[src/rtl/float_subtractor_seq_if.sv]
// float_subtractor_seq_if: valid/ready operand channel and result channel
// for the iterative FP32 subtractor.
interface float_subtractor_seq_if;
   logic        in_valid, in_ready, out_valid, out_ready;
   logic [31:0] a, b, out;
   modport master (output in_valid, a, b, out_ready, input in_ready, out_valid, out);
   modport slave  (input in_valid, a, b, out_ready, output in_ready, out_valid, out);
endinterface

[src/rtl/float_subtractor_seq.sv]
// float_subtractor_seq: iterative FP32 subtractor, out = a - b.
// Alignment and normalisation advance one bit per cycle; truncating, no guard/sticky bits.
module float_subtractor_seq #(
   parameter int ALIGN_CAP = 24
) (
   input logic                   clk,
   input logic                   rst_n,
   float_subtractor_seq_if.slave bus
);
   typedef enum logic [2:0] {IDLE, ALIGN, ARITH, NORM, DONE} state_t;
   localparam logic [7:0] CAP = 8'(ALIGN_CAP);
   state_t      r_state, w_next;
   logic        r_sgn_big, r_sgn_small, r_sign;
   logic [8:0]  r_exp;
   logic [7:0]  r_diff;
   logic [24:0] r_mb, r_ms, r_mant;
   logic [31:0] r_out;
   logic        w_sa, w_sb, w_a_big, w_far;
   logic [7:0]  w_ea, w_eb, w_dab;
   logic [24:0] w_ma, w_mbb;
   logic [8:0]  w_exp_inc;
   // zero exponent field unpacks as exponent 1 with hidden bit 0
   assign w_sa      = bus.a[31];
   assign w_sb      = ~bus.b[31];
   assign w_ea      = bus.a[30:23] == 8'd0 ? 8'd1 : bus.a[30:23];
   assign w_eb      = bus.b[30:23] == 8'd0 ? 8'd1 : bus.b[30:23];
   assign w_ma      = {1'b0, bus.a[30:23] != 8'd0, bus.a[22:0]};
   assign w_mbb     = {1'b0, bus.b[30:23] != 8'd0, bus.b[22:0]};
   assign w_a_big   = w_ea >= w_eb;
   assign w_dab     = w_a_big ? w_ea - w_eb : w_eb - w_ea;
   assign w_far     = w_dab > CAP;
   assign w_exp_inc = r_exp + 9'd1;
   assign bus.in_ready  = r_state == IDLE;
   assign bus.out_valid = r_state == DONE;
   assign bus.out       = r_out;
   always_ff @(posedge clk)
      if (!rst_n) r_state <= IDLE;
      else        r_state <= w_next;
   always_comb begin
      w_next = r_state;
      case (r_state)
         IDLE:    w_next = bus.in_valid ? ALIGN : IDLE;
         ALIGN:   w_next = r_diff == 8'd0 ? ARITH : ALIGN;
         ARITH:   w_next = NORM;
         NORM:    w_next = (r_mant != '0 && !r_mant[24] && !r_mant[23] && r_exp > 9'd1) ? NORM : DONE;
         DONE:    w_next = bus.out_ready ? IDLE : DONE;
         default: w_next = IDLE;
      endcase
   end
   always_ff @(posedge clk) begin
      if (!rst_n) begin
         r_sgn_big <= 1'b0; r_sgn_small <= 1'b0; r_sign <= 1'b0;
         r_exp <= '0; r_diff <= '0; r_mb <= '0; r_ms <= '0; r_mant <= '0; r_out <= '0;
      end else begin
         case (r_state)
            IDLE: if (bus.in_valid) begin
               r_sgn_big   <= w_a_big ? w_sa : w_sb;
               r_sgn_small <= w_a_big ? w_sb : w_sa;
               r_exp       <= {1'b0, w_a_big ? w_ea : w_eb};
               r_mb        <= w_a_big ? w_ma : w_mbb;
               r_ms        <= w_far ? '0 : (w_a_big ? w_mbb : w_ma);
               r_diff      <= w_far ? '0 : w_dab;
            end
            ALIGN: if (r_diff != 8'd0) begin
               r_ms   <= r_ms >> 1;
               r_diff <= r_diff - 8'd1;
            end
            ARITH: begin
               r_mant <= r_sgn_big == r_sgn_small ? r_mb + r_ms : (r_mb >= r_ms ? r_mb - r_ms : r_ms - r_mb);
               r_sign <= (r_sgn_big != r_sgn_small && r_mb < r_ms) ? r_sgn_small : r_sgn_big;
            end
            NORM: begin
               if (r_mant == '0) r_out <= '0;
               else if (r_mant[24]) r_out <= w_exp_inc >= 9'd255 ? {r_sign, 8'hFF, 23'd0} : {r_sign, w_exp_inc[7:0], r_mant[23:1]};
               else if (!r_mant[23] && r_exp > 9'd1) begin
                  r_mant <= r_mant << 1;
                  r_exp  <= r_exp - 9'd1;
               end
               else r_out <= {r_sign, r_mant[23] ? r_exp[7:0] : 8'd0, r_mant[22:0]};
            end
            default: ;
         endcase
      end
   end
endmodule

[src/flat_wrapper.sv]
// flat-port wrapper written by rule: the top's interface ports become plain ports
module float_subtractor_seq_flat 
#(
   parameter int ALIGN_CAP = 24
)
  (clk, rst_n, bus_in_valid, bus_a, bus_b, bus_out_ready, bus_in_ready, bus_out_valid, bus_out);
  float_subtractor_seq_if bus_i ();
  input logic clk;
  input logic rst_n;
  input wire logic [$bits(bus_i.in_valid)-1:0] bus_in_valid;
  input wire logic [$bits(bus_i.a)-1:0] bus_a;
  input wire logic [$bits(bus_i.b)-1:0] bus_b;
  input wire logic [$bits(bus_i.out_ready)-1:0] bus_out_ready;
  output wire logic [$bits(bus_i.in_ready)-1:0] bus_in_ready;
  output wire logic [$bits(bus_i.out_valid)-1:0] bus_out_valid;
  output wire logic [$bits(bus_i.out)-1:0] bus_out;
  assign bus_i.in_valid = bus_in_valid;
  assign bus_i.a = bus_a;
  assign bus_i.b = bus_b;
  assign bus_i.out_ready = bus_out_ready;
  assign bus_in_ready = bus_i.in_ready;
  assign bus_out_valid = bus_i.out_valid;
  assign bus_out = bus_i.out;
  float_subtractor_seq #(.ALIGN_CAP(ALIGN_CAP)) u_core (.clk(clk), .rst_n(rst_n), .bus(bus_i));
endmodule
[config.mk]
export PLATFORM = sky130hd
export DESIGN_NAME = float_subtractor_seq_flat
export DESIGN_NICKNAME = d
export VERILOG_FILES = /design/src/rtl/float_subtractor_seq_if.sv /design/src/rtl/float_subtractor_seq.sv /design/src/flat_wrapper.sv
export SDC_FILE = /design/constraint.sdc
export NUM_CORES = 1
export LEC_CHECK = 0
export CORE_MARGIN = 2
export CORE_UTILIZATION = 55
export CTS_BUF_LIST = sky130_fd_sc_hd__clkbuf_8
export CTS_CLUSTER_SIZE = 40
export DETAILED_ROUTE_END_ITERATION = 8
export DONT_BUFFER_PORTS = 1
export GPL_TIMING_DRIVEN = 0
export PLACE_DENSITY = 0.71
export SLEW_MARGIN = 15
export SYNTH_ARGS = -nofsm -noshare
export SYNTH_HDL_FRONTEND = slang
export SYNTH_SLANG_ARGS = --single-unit
[constraint.sdc]
create_clock -name clk -period 6.9 [get_ports clk]
set_clock_uncertainty 0.05 [all_clocks]
set_input_delay 1.035 -clock clk [delete_from_list [all_inputs] [get_ports clk]]
set_output_delay 1.035 -clock clk [all_outputs]
set_load 0.02 [all_outputs]
==> summary.txt <==
Logic synthesis
  • Seq/Total Area, Yosys: 22.8%
  • Post-Synthesis Cell Area: 11200 sq um
  • Largest area contributor in the netlist: dfxtp_1
  • Synthesized flop and latch total: 128
  • Largest family of logic cells by synthesized area: compound AO/OA/AOI/OAI gates
  • Synth Area in Adders: 11.2%
  • Post-synthesis cell count: 1491
  • Ys Warns: 0
  • XOR/XNOR share of the synthesized area: 1.94%
  • Post-synth EDFFs: 0
  • Cell variety after synth: 81
  • Complex-gate fraction of the synthesized area: 29.8%
  • Top post-synthesis cells by area: dfxtp_1 23%, ha_1 10%, a21oi_1 6.6%, mux2i_1 5.4%, nor2_1 5.4%
  • Synth Area in Simple Gates: 20.6%
  • Top_reg_cell synth: dfxtp_1
  • Mux contribution to synthesized area: 6.09%
  • Synth top area share: 22.8%
  • Syn Nets: 1656
  • Share of flip-flops with an asynchronous set or reset: 0%
  • Mean post-synth cell area: 7.52 sq um

Global routing
  • Grt ovf: 0
  • First-pass GRT wire length: 60000 microns
  • Vias in the first global route: 10800
  • Largest net degree at the start of global routing: 17
  • Initial antenna violation count: 0
  • Gr usage total: 35.4%

Placement
  • Pre-CTS setup slack: 1.33 ns
  • IO buf count: 0
  • GPL Wtd Cong: 1.03
  • Detailed Place HPWL: 30500 microns

Drt
  • Post-Route WL: 38300 microns
  • Via density: 6.43
  • Via count: 11500
  • DR iter-0 viols: 1014
  • Drt drc: 0
  • Detail Route Antenna Nets: 0
  • Avg WL per Cell: 21.3 microns
  • Pre-antenna DRT Iters: 6

Outcome
  • Status: finished clean

Worst setup path
  • CP arrival: 5.37 ns
  • Setup CP Type: input pin to register
  • Cell depth of the worst setup path: 16
  • Worst Reg2Reg Path Length in Cells: 12
  • Cells along the critical path: or4_1 -> nor2_1 -> nor2_1 -> inv_1 -> ha_1 -> fa_1 -> nor2b_4 -> o21a_4 -> o31a_1 -> nor2_2 -> mux2_1 -> and3_1 -> o311ai_1 -> clkbuf_1 -> or2_1 -> o32ai_1
  • Critical path's slowest cell: o311ai_1
  • Crit-path max FO: 10
  • Slowest Stage Delay on Critical Path: 0.69 ns
  • Largest delay share family, worst path: simple AND/OR/NAND/NOR gates
  • CP required: 7.17 ns
  • Most Frequent Cell on Critical Path: nor2_1
  • CP endpoint kind: register
  • Critical path buffers and inverters: 2
  • CP Launch Type: input pin

Finish
  • Filler cells: 1910
  • Layout Nets: 1675
  • P&R area growth vs syn: 7.04%
  • Share of cells above drive strength 1: 5.06%
  • Share of the core filled with cells: 59.7%
  • Diodes inserted: 0

STA
  • Fin crit share: 73.9%
  • Final Hold Fails: 0
  • Setup TNS: 0 ns
  • Max-slew headroom: 21.9%
  • Hold WS: 0.435 ns
  • Max Slew Vio Count: 0
  • Final min period: 5.10 ns
  • Slew @ Worst Pin: 1.16 ns
  • Setup violations, final: 0
  • RSZ-0062 raised after global routing: no
  • Fmax: 196 MHz
  • Setup ws final: 1.80 ns

Clock network
  • Later-pin clock latency in the skew report: 0.48 ns
  • CTS clk-pin slew, worst paths: 0.09 ns
  • Setup Buffers After CTS: 0
  • CTS H-tree lvls: 4
  • CTS Buf Count: 17
  • Hold buffer count at cts: 0
  • CTS tree: yes
  • Longest Clk Path Bufs: 2
  • # resized after CTS: 0
  • Num Clock Sinks: 128
  • Root Buffer Master: clkbuf_8

Power
  • Switching portion of total power: 54.8%
  • Power share of the combinational group: 66.5%
  • Maximum vdd drop: 0.236 mV
  • Internal power: 2.68 mW
  • Switch Pwr: 3.24 mW
  • Tot Pwr: 5.92 mW
  • Power per cell area: 493 nW/um^2
  • P_leak: 4.70 nW
  • Clk pwr share: 13.0%
  • Seq pwr share: 20.6%

Die
  • # rows: 52
  • Die width: 147 microns
  • Die Y: 147 microns
  • Die Area: 21500 sq um
  • Total I/O pin count: 102
  • Core box area: 20100 sq um
  • Initial Util: 55.8%

Hold path
  • Worst hold path cell count: 2
  • Worst min path class: register to register

Flow run
  • Max-cap violations: 0
## state kept, by name, summed over array words and instances (netlist names), 3 cells and up
name / count
u_core.r_ms: 24
u_core.r_exp: 9
u_core.r_mant: 25
u_core.r_state: 3
u_core.r_mb: 24
u_core.bus.out: 32
u_core.r_diff: 8
## worst paths after layout
check	slack, ns	startpoint	end
setup reg to reg	2.49	u_core.r_ms[3]	u_core.r_mant[19]
hold reg to reg	0.43	u_core.r_diff[7]	u_core.r_diff[7]
setup / recovery	1.80	bus_b[24]	u_core.r_diff[3]
hold / removal	0.43	u_core.r_diff[7]	u_core.r_diff[7]
## cell usage after synthesis (8+ instances only)
cell type,number
nand4_1,16
nand2b_1,10
and2_1,10
a22oi_1,9
nand3_1,33
or4_1,27
xnor2_1,13
o21a_1,9
a21oi_1,149
nor4_1,18
a21o_1,16
nor3_1,60
a221oi_1,35
ha_1,92
mux2i_1,60
xor2_1,10
inv_1,99
a31oi_1,22
o21bai_1,12
clkbuf_1,109
a211oi_1,42
or3_1,8
dfxtp_1,128
nor2b_1,20
o21ai_0,64
o31ai_1,10
o211ai_1,18
a221oi_2,17
nand2_1,90
nor2_1,160
## power groups by stage
stage          clock [mW]  sequential [mW]  combinational, mW
2_1_floorplan           0             1.14               2.76
3_3_place_gp            0             1.21               3.76
3_5_place_dp            0             1.22               3.77
4_1_cts             0.769             1.21               3.80
5_1_grt             0.798             1.25               4.25
6_report            0.766             1.22               3.93
## worst register-to-register path: stages, from the launching register on
cell and delay, ns:
dfxtp_1 0.41, inv_1 0.10, ha_1 0.28, clkbuf_1 0.36, nand3_1 0.22, o21bai_1 0.27
a2111o_1 0.52, o211ai_2 0.38, nor2_1 0.29, a2111oi_0 0.69, a211oi_1 0.13, xnor2_1 0.19
a2111oi_0 0.40
## placed cells by master, fill, tap and decap left out, types with 17 or more instances in the layout
master    count
nand3_1      33
nor2b_1      20
clkbuf_8     18
o21ai_0      64
clkbuf_1    109
nor4_1       18
a221oi_1     35
a221oi_2     17
a21oi_1     149
a31oi_1      22
dfxtp_1     128
or4_1        27
inv_1        99
nand2_1      90
nor2_1      160
a211oi_1     42
nor3_1       60
mux2i_1      60
o211ai_1     18
ha_1         92
## per-stage QoR
step                cells  area, sq um
global route         1793        12000
floorplan            1491        11200
detailed placement   1761        11600
CTS                  1793        12000
global placement     1761        11600
finish               1793        12000
## logic make-up after synthesis
group	Yosys count
buffers and inverters	220
multiplexers	67
AO/OA/AOI/OAI	478
adder cells (fa/ha/maj)	97
flip-flops	128
AND/OR/NAND/NOR	477
XOR/XNOR	24
## layer usage
metal	GRT usage [%]	wire, microns	up-vias
met3	6.77	3540	76
li1	-	-	5515
met2	54.6	16500	569
met5	0	0	-
met4	11.8	1060	0
met1	49.6	17100	5368
## cell type report
| type | instances | area [sq um] | area share (%) |
|---|---|---|---|
| clock buffers | 18 | 248 | 2.06 |
| flip-flops and latches | 128 | 2560 | 21.3 |
| multi-input cells | 1143 | 7800 | 65.0 |
| clock inverters | 14 | 204 | 1.70 |
| plain buffers | 120 | 475 | 3.96 |
| well taps | 270 | 338 | 2.81 |
| inverters | 100 | 375 | 3.13 |
(Power assumes the default switching activity.)
